[config.mk]
export PLATFORM = sky130hd
export DESIGN_NAME = otter_debug_port
export DESIGN_NICKNAME = d
export VERILOG_FILES = /design/src/rtl/otter_debug_port.sv
export SDC_FILE = /design/constraint.sdc
export NUM_CORES = 1
export LEC_CHECK = 0
export BUFFER_PORTS_ARGS = -buffer_cell sky130_fd_sc_hd__buf_2
export CAP_MARGIN = 10
export CELL_PAD_IN_SITES_DETAIL_PLACEMENT = 1
export CELL_PAD_IN_SITES_GLOBAL_PLACEMENT = 1
export CORE_MARGIN = 5
export CORE_UTILIZATION = 32
export DETAILED_ROUTE_END_ITERATION = 7
export PLACE_DENSITY_LB_ADDON = 0.1
export SYNTH_ARGS = -nofsm -noshare
export SYNTH_HDL_FRONTEND = slang
export SYNTH_SLANG_ARGS = --single-unit
[constraint.sdc]
create_clock -name clk -period 10 [get_ports clk]
set_input_delay 2 -clock clk [delete_from_list [all_inputs] [get_ports clk]]
set_output_delay 2 -clock clk [all_outputs]
set_load 0.005 [all_outputs]
[src/rtl/otter_debug_port.sv]
// otter_debug_port: MCU-side responder for the debugger command interface.
// Halts/resumes the core at instruction boundaries, performs register-file and
// memory accesses for the debugger, and pulses core reset.
// Optional build macro: OTTER_DBG_AUTO_PAUSE_EN -- when defined, register and
// memory commands issued while the core runs are wrapped in an automatic
// pause / access / resume sequence instead of being rejected.
module otter_debug_port #(
  parameter int PAUSE_TIMEOUT = 255,
  parameter int RESET_CYCLES  = 4
) (
  input  logic        clk,
  input  logic        reset,
  input  logic        valid,
  input  logic        pause,
  input  logic        resume,
  input  logic        rst_cmd,
  input  logic        reg_rd,
  input  logic        reg_wr,
  input  logic        mem_rd,
  input  logic        mem_wr,
  input  logic        mem_rw_byte,
  input  logic [31:0] addr,
  input  logic [31:0] d_in,
  output logic        mcu_busy,
  output logic [31:0] d_rd,
  output logic        error,
  output logic [31:0] pc,
  input  logic [31:0] core_pc,
  input  logic        core_halted,
  output logic        core_halt_req,
  output logic        core_reset,
  output logic [4:0]  rf_addr,
  output logic [31:0] rf_wd,
  output logic        rf_we,
  input  logic [31:0] rf_rd,
  output logic [31:0] mem_addr,
  output logic [31:0] mem_din,
  output logic        mem_we,
  output logic        mem_re,
  output logic [1:0]  mem_size,
  input  logic [31:0] mem_dout
);

  // One shared counter serves both the pause timeout and the reset pulse.
  localparam int CNT_MAX = (PAUSE_TIMEOUT > RESET_CYCLES) ? PAUSE_TIMEOUT : RESET_CYCLES;
  localparam int CNT_W   = $clog2(CNT_MAX + 1);

  typedef enum logic [2:0] {
    RUN       = 3'd0,
    PAUSING   = 3'd1,
    HALTED    = 3'd2,
    RF_ACC    = 3'd3,
    MEM_REQ   = 3'd4,
    MEM_WAIT  = 3'd5,
    RESETTING = 3'd6
  } state_t;

  state_t           state;
  logic [CNT_W-1:0] cnt;
  logic             ret_halted;   // run/halt state to return to after a reset pulse
  logic             op_rd;        // current access is a read (d_rd updates at completion)

  logic [6:0] strobes;
  logic       accept;
  logic       one_strobe;
  logic       is_reg;
  logic       is_mem;
  logic       reg_addr_ok;
  logic       mem_addr_ok;

  // Memory size encoding seen by the bus: 00 = byte, 10 = word.
  function automatic logic [1:0] size_code(input logic byte_acc);
    return byte_acc ? 2'b00 : 2'b10;
  endfunction

  // Byte reads return the low lane zero-extended; word reads pass through.
  function automatic logic [31:0] read_fmt(input logic [31:0] data, input logic [1:0] size);
    return (size == 2'b00) ? {24'd0, data[7:0]} : data;
  endfunction

  assign strobes     = {pause, resume, rst_cmd, reg_rd, reg_wr, mem_rd, mem_wr};
  assign accept      = valid & ~mcu_busy;
  assign one_strobe  = $onehot(strobes);
  assign is_reg      = reg_rd | reg_wr;
  assign is_mem      = mem_rd | mem_wr;
  assign reg_addr_ok = (addr[31:5] == 27'd0);
  assign mem_addr_ok = mem_rw_byte | (addr[1:0] == 2'b00);

`ifdef OTTER_DBG_AUTO_PAUSE_EN
  logic        op_auto;
  logic        op_reg;
  logic        op_wr;
  logic        op_byte;
  logic [31:0] op_addr;
  logic [31:0] op_din;

  // Hold the accepted command so it can be launched once the core has stopped.
  always_ff @(posedge clk) begin
    if (accept) begin
      op_reg  <= is_reg;
      op_wr   <= reg_wr | mem_wr;
      op_byte <= mem_rw_byte;
      op_addr <= addr;
      op_din  <= d_in;
    end
  end
`endif

  // Registered copy of the core program counter.
  always_ff @(posedge clk or posedge reset) begin
    if (reset) pc <= 32'd0;
    else       pc <= core_pc;
  end

  // Command FSM with registered outputs.
  always_ff @(posedge clk or posedge reset) begin
    if (reset) begin
      state         <= RUN;
      cnt           <= '0;
      ret_halted    <= 1'b0;
      op_rd         <= 1'b0;
      mcu_busy      <= 1'b0;
      d_rd          <= 32'd0;
      error         <= 1'b0;
      core_halt_req <= 1'b0;
      core_reset    <= 1'b0;
      rf_addr       <= 5'd0;
      rf_wd         <= 32'd0;
      rf_we         <= 1'b0;
      mem_addr      <= 32'd0;
      mem_din       <= 32'd0;
      mem_we        <= 1'b0;
      mem_re        <= 1'b0;
      mem_size      <= 2'b00;
`ifdef OTTER_DBG_AUTO_PAUSE_EN
      op_auto       <= 1'b0;
`endif
    end else begin
      case (state)
        RUN, HALTED: begin
          if (accept) begin
            error <= 1'b0;
            if (!one_strobe) begin
              error <= 1'b1;
            end else if (pause) begin
              if (state == RUN) begin
                state         <= PAUSING;
                core_halt_req <= 1'b1;
                mcu_busy      <= 1'b1;
                cnt           <= '0;
              end
            end else if (resume) begin
              if (state == HALTED) begin
                core_halt_req <= 1'b0;
                state         <= RUN;
              end
            end else if (rst_cmd) begin
              state      <= RESETTING;
              core_reset <= 1'b1;
              mcu_busy   <= 1'b1;
              cnt        <= '0;
              ret_halted <= (state == HALTED);
            end else if (is_reg && !reg_addr_ok) begin
              error <= 1'b1;
            end else if (is_mem && !mem_addr_ok) begin
              error <= 1'b1;
            end else if (state == RUN) begin
`ifdef OTTER_DBG_AUTO_PAUSE_EN
              state         <= PAUSING;
              core_halt_req <= 1'b1;
              mcu_busy      <= 1'b1;
              cnt           <= '0;
              op_auto       <= 1'b1;
              op_rd         <= reg_rd | mem_rd;
`else
              error <= 1'b1;
`endif
            end else if (is_reg) begin
              state    <= RF_ACC;
              mcu_busy <= 1'b1;
              rf_addr  <= addr[4:0];
              rf_wd    <= d_in;
              rf_we    <= reg_wr && (addr[4:0] != 5'd0);
              op_rd    <= reg_rd;
            end else begin
              state    <= MEM_REQ;
              mcu_busy <= 1'b1;
              mem_addr <= addr;
              mem_din  <= d_in;
              mem_re   <= mem_rd;
              mem_we   <= mem_wr;
              mem_size <= size_code(mem_rw_byte);
              op_rd    <= mem_rd;
            end
          end
        end

        PAUSING: begin
          if (core_halted) begin
            state    <= HALTED;
            mcu_busy <= 1'b0;
`ifdef OTTER_DBG_AUTO_PAUSE_EN
            if (op_auto) begin
              mcu_busy <= 1'b1;
              if (op_reg) begin
                state   <= RF_ACC;
                rf_addr <= op_addr[4:0];
                rf_wd   <= op_din;
                rf_we   <= op_wr && (op_addr[4:0] != 5'd0);
              end else begin
                state    <= MEM_REQ;
                mem_addr <= op_addr;
                mem_din  <= op_din;
                mem_re   <= ~op_wr;
                mem_we   <= op_wr;
                mem_size <= size_code(op_byte);
              end
            end
`endif
          end else if (cnt == CNT_W'(PAUSE_TIMEOUT - 1)) begin
            core_halt_req <= 1'b0;
            error         <= 1'b1;
            mcu_busy      <= 1'b0;
            state         <= RUN;
`ifdef OTTER_DBG_AUTO_PAUSE_EN
            op_auto       <= 1'b0;
`endif
          end else begin
            cnt <= cnt + 1'b1;
          end
        end

        RF_ACC: begin
          rf_we    <= 1'b0;
          mcu_busy <= 1'b0;
          state    <= HALTED;
          if (op_rd) d_rd <= rf_rd;
`ifdef OTTER_DBG_AUTO_PAUSE_EN
          if (op_auto) begin
            op_auto       <= 1'b0;
            core_halt_req <= 1'b0;
            state         <= RUN;
          end
`endif
        end

        MEM_REQ: begin
          mem_re <= 1'b0;
          mem_we <= 1'b0;
          state  <= MEM_WAIT;
        end

        MEM_WAIT: begin
          mcu_busy <= 1'b0;
          state    <= HALTED;
          if (op_rd) d_rd <= read_fmt(mem_dout, mem_size);
`ifdef OTTER_DBG_AUTO_PAUSE_EN
          if (op_auto) begin
            op_auto       <= 1'b0;
            core_halt_req <= 1'b0;
            state         <= RUN;
          end
`endif
        end

        RESETTING: begin
          if (cnt == CNT_W'(RESET_CYCLES - 1)) begin
            core_reset <= 1'b0;
            mcu_busy   <= 1'b0;
            state      <= ret_halted ? HALTED : RUN;
          end else begin
            cnt <= cnt + 1'b1;
          end
        end

        default: begin
          state    <= RUN;
          mcu_busy <= 1'b0;
        end
      endcase
    end
  end

endmodule

-- Yosys cells after proc, flatten, opt, wreduce, memory -nomap -nowiden
Cells that the tools add are included.
- word-level logic and storage cells: 208
- register bits: 187
- output and inout bits: 174
- input bits: 172
- bitwise operators: 13
- add/subtract/negate cells: 7
- equality and inequality tests: 40
- reduce and logical (&&, ||, !) cells: 31
- mux-type cells: 99
- operators with widths (operator ; count):
    2-to-1 mux 32 bit ; 3
    2-to-1 mux 8 bit ; 9
    one-hot mux 32 bit (2 select lines) ; 1
    2-to-1 mux 1 bit ; 61
    AND reduction 10 bit ; 5
    2-to-1 mux 3 bit ; 14
    inequality test 2 bit (second input constant) ; 18
    logical NOT 27 bit ; 1
    AND reduction 9 bit ; 3
    one-hot mux 8 bit (3 select lines) ; 1
    inequality test 3 bit (second input constant) ; 6
    inequality test 4 bit (second input constant) ; 4
    inequality test 5 bit (second input constant) ; 3
    one-hot mux 3 bit (5 select lines) ; 1
    one-hot mux 1 bit (2 select lines) ; 6
    nonzero test 2 bit ; 5
    == test 3 bit (second input constant) ; 3
    inverter 1 bit ; 9
    adder 8 x 1 -> 8 bit (second input constant) ; 1
    == test 8 x 2 -> 1 bit (second input constant) ; 1
    == test 8 bit (second input constant) ; 1
    AND reduction 8 bit ; 1
    AND reduction 7 bit ; 1
    adder 1 x 1 -> 2 bit ; 3
    19 further kinds ; 29

-- Logic depth before layout (Yosys ltp)
Gate-level depths: netlist of run 1.
- depth in word-level cells: 12
- gate-level depth with buffers: 15

-- Worst setup path after synthesis of run 1
No wires, ideal clock.
- kind: input -> register
- start point: in pause
- end point: reg state[1]
- stages on the path: 13
- data required time: 9.875 ns
- path slack: 3.959 ns
- arrival time: 5.916 ns
- path through: clkbuf_1 -> inv_1 -> fa_1 -> fa_1 -> fa_1 -> inv_1 -> fa_1 -> or4b_4 -> or2_1 -> buf_6 -> a2111oi_2 -> o211ai_1 -> mux2_4
- word-level cells in the longest chain between the ends: 5
- RTL lines (what ; RTL line ; RTL):
    start, declared ; 14 ; input logic pause,
    adder 2 x 1 -> 3 bit (not written as such) ; 83 ; assign one_strobe = $onehot(strobes);
    adder 3 bit (not written as such) ; 83 ;
    == test 3 x 1 -> 1 bit ; 83 ;
    inequality test 2 bit (no source line) ; - ;
    AND reduction 9 bit (no source line) ; - ;
    end signal, assigned ; 270 ; state <= ret_halted ? HALTED : RUN;
    end, declared ; 58 ; state_t state;
Parallel ways exist; a longest one is shown, timed or not. The select of a mux whose other input is x is not followed.
A chain may end at the register's enable or synchronous reset.

-- Worst setup path in the final report of run 1
- start point: in pause
- end point: reg mem_addr[28]
- word-level cells in the longest chain between the ends: 4
- RTL lines (what ; RTL line ; RTL):
    adder 2 x 1 -> 3 bit (not written as such) ; 83 ;
    adder 3 bit (not written as such) ; 83 ;
    == test 3 x 1 -> 1 bit ; 83 ;
    AND reduction 10 bit (no source line) * ; - ;
    end signal, assigned ; 188 ; mem_addr <= addr;
    end, declared ; 36 ; output logic [31:0] mem_addr,
Mark *: on every way between the ends. The rest lies on a longest branch, timed or not.

==> flow_summary.yaml, run 1 <==
timing:
  finalSetupTns_ps: 0
  drv_slew: 0
  finalSetupViolCount: 0
  fin_crit_ps: 5813
  finalCritPeriodShare: 0.5813
  relSlewSlack: 0.3614
  finClkSkew_ps: 17.91
  fmaxAchievable_ghz: 0.1720
  finalHoldViolations: 0
  rsz0062_at_grt: "false"
  tightest_slew_ps: 933.7
min_path:
  hold_class: "reg -> reg"
  whs_path_depth: 1
  hp-start: "mem_din[6]"
  whs_endpoint: "mem_din[6]"
placed_design:
  gp_congestion: 0.7562
  dpl.hpwl_mm: 18.23
  place_area_um2: 9859
  io_buffer_count: 344
yosys:
  synth-async-reset-ratio: 1.000
  synth_compound_area_frac: 0.08262
  avgSynthCellArea_um2: 12.39
  ys.flop_type: "dfrtp_1"
  ys_seq_area_frac: 0.5933
  synthesis.nets: 813
  netlist_area_um2: 7845
  muxShareOfSynthArea: 0.1654
  ys_top_cells_by_area: "dfrtp_1, mux2_2, mux2_4"
  netlist_instances: 633
  ys_seq_elements: 186
  synth_adder_area_share: 0.01659
  synth_cell_types: 55
  synth_xor_area_frac: 0
  synth_top_area_frac: 0.5933
  synth-edff-count: 0
  synth-simple-area-share: 0.1096
  yosysTopAreaCell: "dfrtp_1"
  ys.warnings.count: 0
  synth_top_family_by_area: "multiplexers"
final_layout:
  fillers: 2752
  drive_gt1_frac: 0.5087
  fin_nets: 1144
  multi_input_area_um2: 2958
  area_delta_synth_final_pct: 33.51
  final_common_cell: "buf_2"
  most-common-layout-cells: "buf_2, dfrtp_1, mux2_2"
  post-route-util: 0.4319
  regArea_um2: 4654
  final_cell_area_um2: 10470
critical_path:
  crit_required_ps: 10320
  path_class: "in -> reg"
  crit_fanout: 18
  rrSetupSlack_ps: 7470
  reg2regPathDepth: 7
  critPathLaunchType: "primary input"
  reg2reg_to: "state[1]"
  arrival_ps: 6140
  rr_startpoint: "cnt[0]"
  end_kind: "register"
die:
  core_um2: 24250
  row_count: 57
  pin_count: 346
  die_y_um: 166.6
  die_width_um: 166.6
  start_util: 0.3235
  dieArea_um2: 27750
status:
  status: "completed"
clock_tree:
  cts_buffers: 17
  clkSinkCount: 186
  clk_pin_slew_worst_paths_ps: 80
  cts_buffer_depth: 2
  hold_buffers: 0
  cts_tree: "yes"
  cts_root_buf: "clkbuf_16"
  insertion_delay_ps: 430
  cts_setup_buffers: 0
  postCtsResizedCells: 0
  htreeDepth: 4
grt:
  grt_pass1_vias: 6674
  track_usage: 0.1749
  antenna_found_initial: 2
  grt-ovfl-total: 0
  grt_pass1_wl_mm: 38.88
  grt_max_degree: 115
power:
  internal-power_mw: 1.263
  combPwrFrac: 0.155
  peakVddDrop_mv: 0.07670
  netSwitchingFraction: 0.2991
  power_leakage_nw: 5.505
  power_mw: 1.801
  seqPwrFrac: 0.468
  p_switching_mw: 0.5387
  power.share.clock: 0.378
  powerDensity_nw_per_um2: 172.0
routing:
  wire_per_inst_um: 18.91
  dr_total_vias: 6263
  ant_nets: 0
  drc_errors: 0
  via_per_inst: 4.803
  wl_mm: 24.65
  drt_iter0_drc: 314
  dr.pass1.iters: 4
job:
  cap_violations: 0
power groups by stage:
stage / Clock [mW] / Combinational [mW] / Sequential (mW)
after floorplan: 0 / 0.175 / 0.837
after global placement: 0 / 0.284 / 0.856
after detailed placement: 0 / 0.284 / 0.857
after CTS: 0.705 / 0.286 / 0.842
after global routing: 0.743 / 0.316 / 0.850
final: 0.680 / 0.279 / 0.842
critical path, stage by stage:
cell    delay (ps)
buf_2          170
inv_1          140
fa_1           570
fa_1           430
fa_1           370
inv_1           70
fa_1           400
or4b_4         550
nor3_1         260
and3_1         750
mux2_2         410
how the worst max path moves through the flow:
stage	startpoint	end	slack, ps	cells past startpoint
after global placement	pause	mem_addr[28]	3770	11
after CTS	pause	mem_addr[22]	4180	11
after floorplan	reset	cnt[0]	2940	1
after detailed placement	pause	mem_addr[28]	3710	11
after global routing	pause	mem_addr[21]	4040	11
final	pause	mem_addr[28]	4190	11
registers in the layout (all words and copies together), names as in the netlist, 3 cells and up:
register / count
d_rd: 32
mem_addr: 32
mem_din: 32
pc: 32
rf_wd: 32
cnt: 8
rf_addr: 5
state: 3
synth_stat cells, drive strengths merged (2+ instances only):
cell	number
a2111oi	3
a21o	3
a21oi	13
a31oi	34
a32o	2
and3	3
and4	2
buf	13
clkbuf	26
dfrtp	186
fa	4
ha	4
inv	16
mux2	104
nand2	56
nand2b	4
nand3	35
nand3b	5
nand4	2
nor2	43
nor3	11
nor4	7
nor4b	2
o211ai	3
o21a	2
o21ai	13
o21bai	3
o31ai	10
or2	4
or3	2
cell families (layout without fill, tap and decap cells):
group,Yosys count,count (layout)
simple gates,181,181
other cells,1,4
compound gates,97,97
fa+ha+maj,8,8
flops,186,186
mux,105,105
buf+inv,55,399
stage by stage:
step / hold WS, ps / std cells / setup WS (ps)
2_1_floorplan: 479.7 / 633 / 2943
3_3_place_gp: 482.9 / 1269 / 3770
3_5_place_dp: 489.3 / 1269 / 3706
4_1_cts: 505.9 / 1301 / 4180
5_1_grt: 523.0 / 1303 / 4038
6_report: 502.1 / 1304 / 4187
layout make-up:
type / instances / area share
Tap cell: 324 / 0.03871
Inverter: 16 / 0.006451
Multi-Input combinational cell: 392 / 0.2824
Sequential cell: 186 / 0.4444
Antenna cell: 3 / 0.0007168
Timing Repair Buffer: 351 / 0.1694
Clock buffer: 18 / 0.04193
Clock inverter: 14 / 0.01601
per-layer routing:
layer / track usage / share of wire
met1: 0.2257 / 0.43
met2: 0.2918 / 0.49
met3: 0.04788 / 0.062
met4: 0.04696 / 0.017
met5: 0 / 0
No activity file was read; power rests on OpenSTA's default activity.
==> run 2: changes to the inputs <==
clock period = 4.7 ns   (was 10 ns; I/O delays follow)
==> run 2 against run 1 <==
Sequential cell count did not move. Utilization grew 0.76 points. Register-to-register slack got worse by 5400 ps. Critical path depth is 1 higher. Total power is 120% higher. Global-route usage grew 1.0 points. Highest routed layer unchanged. Largest power group unchanged. Wire length rose by 5.9%. Clock skew is 3.3 ps lower. Clock power grew 110%.
==> flow_summary.yaml, run 2 (same netlist as run 1, synthesis figures left out) <==
die:
  die_width_um: 166.6
  dieArea_um2: 27750
  pin_count: 346
  core_um2: 24250
  start_util: 0.3235
  row_count: 57
  die_y_um: 166.6
routing:
  wl_mm: 26.11
  via_per_inst: 4.819
  wire_per_inst_um: 19.75
  ant_nets: 0
  drt_iter0_drc: 335
  dr_total_vias: 6371
  dr.pass1.iters: 4
  drc_errors: 0
timing:
  tightest_slew_ps: 861.1
  fmaxAchievable_ghz: 0.2242
  hold_slack_ps: 500.9
  finClkSkew_ps: 14.66
  finalHoldViolations: 0
  drv_slew: 0
  fin_crit_ps: 4460
  rsz0062_at_grt: "false"
  finalSetupViolCount: 0
  fin_ws_ps: 239.7
  finalCritPeriodShare: 0.9490
  relSlewSlack: 0.4238
clock_tree:
  clkSinkCount: 186
  cts_setup_buffers: 0
  hold_buffers: 0
  htreeDepth: 4
  postCtsResizedCells: 0
  cts_tree: "yes"
  cts_root_buf: "clkbuf_16"
  clk_pin_slew_worst_paths_ps: 70
  insertion_delay_ps: 430
  cts_buffer_depth: 2
  cts_buffers: 17
final_layout:
  final_cell_area_um2: 10660
  fillers: 2741
  drive_gt1_frac: 0.5161
  area_delta_synth_final_pct: 35.87
  instances_no_fill: 1322
  most-common-layout-cells: "buf_2, dfrtp_1, mux2_2"
  fin_nets: 1159
  final_common_cell: "buf_2"
grt:
  antenna_found_initial: 5
  track_usage: 0.1852
  grt-ovfl-total: 0
  grt_max_degree: 87
  grt_pass1_vias: 6701
  grt_pass1_wl_mm: 40.59
power:
  peakVddDrop_mv: 0.1851
  power_mw: 3.885
  seqPwrFrac: 0.460
  p_switching_mw: 1.183
  internal-power_mw: 2.702
  power_leakage_nw: 5.589
  power.share.clock: 0.376
  combPwrFrac: 0.164
  powerDensity_nw_per_um2: 364.5
  netSwitchingFraction: 0.3045
job:
  cap_violations: 0
critical_path:
  critPathLaunchType: "primary input"
  crit_fanout: 6
  path_class: "in -> reg"
  crit_required_ps: 5020
  reg2regPathDepth: 6
  end_kind: "register"
  arrival_ps: 4780
min_path:
  hold_class: "reg -> reg"
  whs_path_depth: 1
placed_design:
  io_buffer_count: 344
  numPlacedInstances: 1284
  gp_congestion: 0.8005
  dp_worst_setup_slack_ps: -226.3
  place_area_um2: 10050
  dpl.hpwl_mm: 19.65
status:
  status: "completed"
run 2: cell types whose count changed in the layout (fill, tap and decap cells not counted), moves of 2 or more:
cell and change:
buf_12 +5, buf_4 +10, clkinvlp_4 +2, diode_2 +3
run 2: worst paths after layout:
| path | start | endpoint | slack (ps) |
|---|---|---|---|
| max in group asynchronous | reset | op_rd | 3180 |
| hold reg to reg | mem_din[19] | mem_din[19] | 500 |
| hold / removal | mem_din[19] | mem_din[19] | 500 |
| setup reg to reg | state[2] | d_rd[14] | 2030 |
| setup / recovery | reg_rd | state[1] | 240 |
| min in group asynchronous | reset | pc[26] | 610 |
run 2: cell type report:
type                            instances  area, um^2  area share
Sequential cell                       186        4654      0.4367
Antenna cell                            6       15.01    0.001409
Clock buffer                           18       429.2     0.04026
Inverter                               16       66.31    0.006221
Clock inverter                         14       168.9     0.01585
Timing Repair Buffer                  366        1949      0.1829
Tap cell                              324       405.4     0.03803
Multi-Input combinational cell        392        2970      0.2787
run 2: power groups by stage:
stage	sequential [mW]	clock (mW)	combinational (mW)
finish	1.79	1.46	0.638
CTS	1.79	1.52	0.653
detailed placement	1.82	0	0.650
global placement	1.82	0	0.641
global route	1.81	1.59	0.714
floorplan	1.78	0	0.382
run 2: layer usage:
layer  share of wire  wire [um]  global-route usage  up-vias
met5               0          0                   0        -
met4           0.012        320             0.05799        0
met3           0.058       1514             0.04883       18
met2            0.52      13570              0.3194      203
met1            0.41      10710              0.2276     3203
li1                -          -                   -     2947
run 2: critical path: stages:
cell	delay [ps]
buf_2	90
inv_1	60
fa_1	560
fa_1	440
fa_1	370
inv_1	70
fa_1	420
or4b_4	550
or2_1	350
a2111oi_4	410
o211ai_1	200
mux2_4	320
run 2: metrics by stage:
step,setup TNS [ps],util
2_1_floorplan,0,-
5_1_grt,0,0.4395
3_3_place_gp,-3622,0.4143
3_5_place_dp,-7474,0.4143
4_1_cts,0,0.4390
6_report,0,0.4396
==> run 3: changes to the inputs <==
--- a/config.mk
+++ b/config.mk
@@ -10,4 +10,5 @@
 export CELL_PAD_IN_SITES_DETAIL_PLACEMENT = 1
 export CELL_PAD_IN_SITES_GLOBAL_PLACEMENT = 1
+export CORE_ASPECT_RATIO = 1.4
 export CORE_MARGIN = 5
 export CORE_UTILIZATION = 32
==> constraint.sdc (replaced) <==
create_clock -name clk -period 4.7 [get_ports clk]
set_input_delay 0.705 -clock clk [delete_from_list [all_inputs] [get_ports clk]]
set_output_delay 0.705 -clock clk [all_outputs]
set_load 0.005 [all_outputs]
==> run 3 against run 2 <==
Worst hold slack lost 130 ps. Non-clock buffer count shrank 1. Final area decreased by 0.76%. Maximum frequency grew 6.4%. Clock power about the same. Total power barely moved. Global-route usage rose by 0.20 points. Critical endpoint unchanged.
==> flow_summary.yaml, run 3 (same netlist as run 1, synthesis figures left out) <==
timing:
  drv_slew: 0
  tightest_slew_ps: 908.6
  finClkSkew_ps: 10.95
  fmaxAchievable_ghz: 0.2385
  finalCritPeriodShare: 0.8921
  rsz0062_at_grt: "false"
  finalHoldViolations: 0
  finalSetupTns_ps: 0
  finalSetupViolCount: 0
  fin_crit_ps: 4193
  relSlewSlack: 0.3920
critical_path:
  rr_startpoint: "state[2]"
  path_class: "in -> reg"
  critPathLaunchType: "primary input"
  crit_path_end: "state[1]"
  end_kind: "register"
  cp-startpoint: "pause"
  crit_required_ps: 5020
  reg2reg_to: "d_rd[1]"
  arrival_ps: 4510
  reg2regPathDepth: 6
  rrSetupSlack_ps: 2070
  crit_fanout: 5
routing:
  ant_nets: 0
  dr.pass1.iters: 4
  via_per_inst: 4.818
  wire_per_inst_um: 20.15
  dr_total_vias: 6278
  drt_iter0_drc: 274
  wl_mm: 26.25
  drc_errors: 0
clock_tree:
  cts_root_buf: "clkbuf_16"
  insertion_delay_ps: 430
  hold_buffers: 0
  cts_tree: "yes"
  postCtsResizedCells: 0
  clk_pin_slew_worst_paths_ps: 80
  htreeDepth: 4
  cts_buffer_depth: 2
  clkSinkCount: 186
  cts_setup_buffers: 0
  cts_buffers: 17
grt:
  grt_pass1_vias: 6704
  grt_max_degree: 100
  grt_pass1_wl_mm: 40.20
  grt-ovfl-total: 0
  antenna_found_initial: 2
  track_usage: 0.1872
power:
  power_leakage_nw: 5.580
  peakVddDrop_mv: 0.2682
  powerDensity_nw_per_um2: 367.3
die:
  pin_count: 346
  row_count: 67
  start_util: 0.3261
  dieArea_um2: 27790
  core_um2: 24060
  die_width_um: 142.3
  die_y_um: 195.3
final_layout:
  fin_nets: 1158
  final_common_cell: "buf_2"
  drive_gt1_frac: 0.5156
  area_delta_synth_final_pct: 34.83
  most-common-layout-cells: "buf_2, dfrtp_1, mux2_2"
  final_cell_area_um2: 10580
min_path:
  hold_class: "in -> reg"
placed_design:
  place_area_um2: 9981
  io_buffer_count: 344
  dpl.hpwl_mm: 20.30
  gp_congestion: 0.7656
status:
  status: "completed"
job:
  cap_violations: 0
==> run 3: power breakdown <==
group          leakage [nW]  switching (mW)  internal [mW]  total [mW]
clock network         0.291           0.685          0.768        1.45
registers              2.34          0.0965           1.69        1.79
logic                  2.95           0.356          0.287       0.642
==> run 3: layer usage <==
metal	share of wire	track usage
met2	0.53	0.3270
met3	0.064	0.04869
met1	0.39	0.2223
met4	0.020	0.06235
met5	0	0
==> run 3: stage by stage <==
step                worst slack, ps    util  instances  total power [mW]  hold slack, ps
global route                  336.7  0.4396       1303             4.103           335.4
global placement              102.7  0.4148       1269             2.465           483.0
CTS                           526.3  0.4394       1301             3.945           346.0
finish                        507.1  0.4396       1303             3.885           372.6
floorplan                     61.61       -        633             2.153           479.7
detailed placement            53.58  0.4148       1269             2.476           488.8
==> run 3: cell type report <==
cell class	count	area [um^2]
clock inverters	14	152.6
multi-input cells	392	2958
flip-flops and latches	186	4654
inverters	16	63.81
diodes	2	5.005
well taps	310	387.9
clock buffers	18	439.2
repair buffers	365	1917
fillers	2742	13480
==> run 3: critical path: stages <==
cell	delay [ps]
buf_2	90
inv_1	60
fa_1	550
fa_1	430
fa_1	370
inv_1	80
fa_1	410
or4b_4	550
or2_1	310
a2111oi_2	420
o211ai_1	200
mux2_4	330
==> run 3: how the worst min path moves through the flow <==
| stage | from | endpoint | slack, ps | cells past startpoint |
|---|---|---|---|---|
| after floorplan | op_rd | op_rd | 480 | 1 |
| after global placement | mem_din[11] | mem_din[11] | 480 | 1 |
| after detailed placement | mem_addr[4] | mem_addr[4] | 490 | 1 |
| after CTS | core_pc[16] | pc[16] | 350 | 1 |
| after global routing | core_pc[22] | pc[22] | 340 | 1 |
| final | core_pc[16] | pc[16] | 370 | 1 |
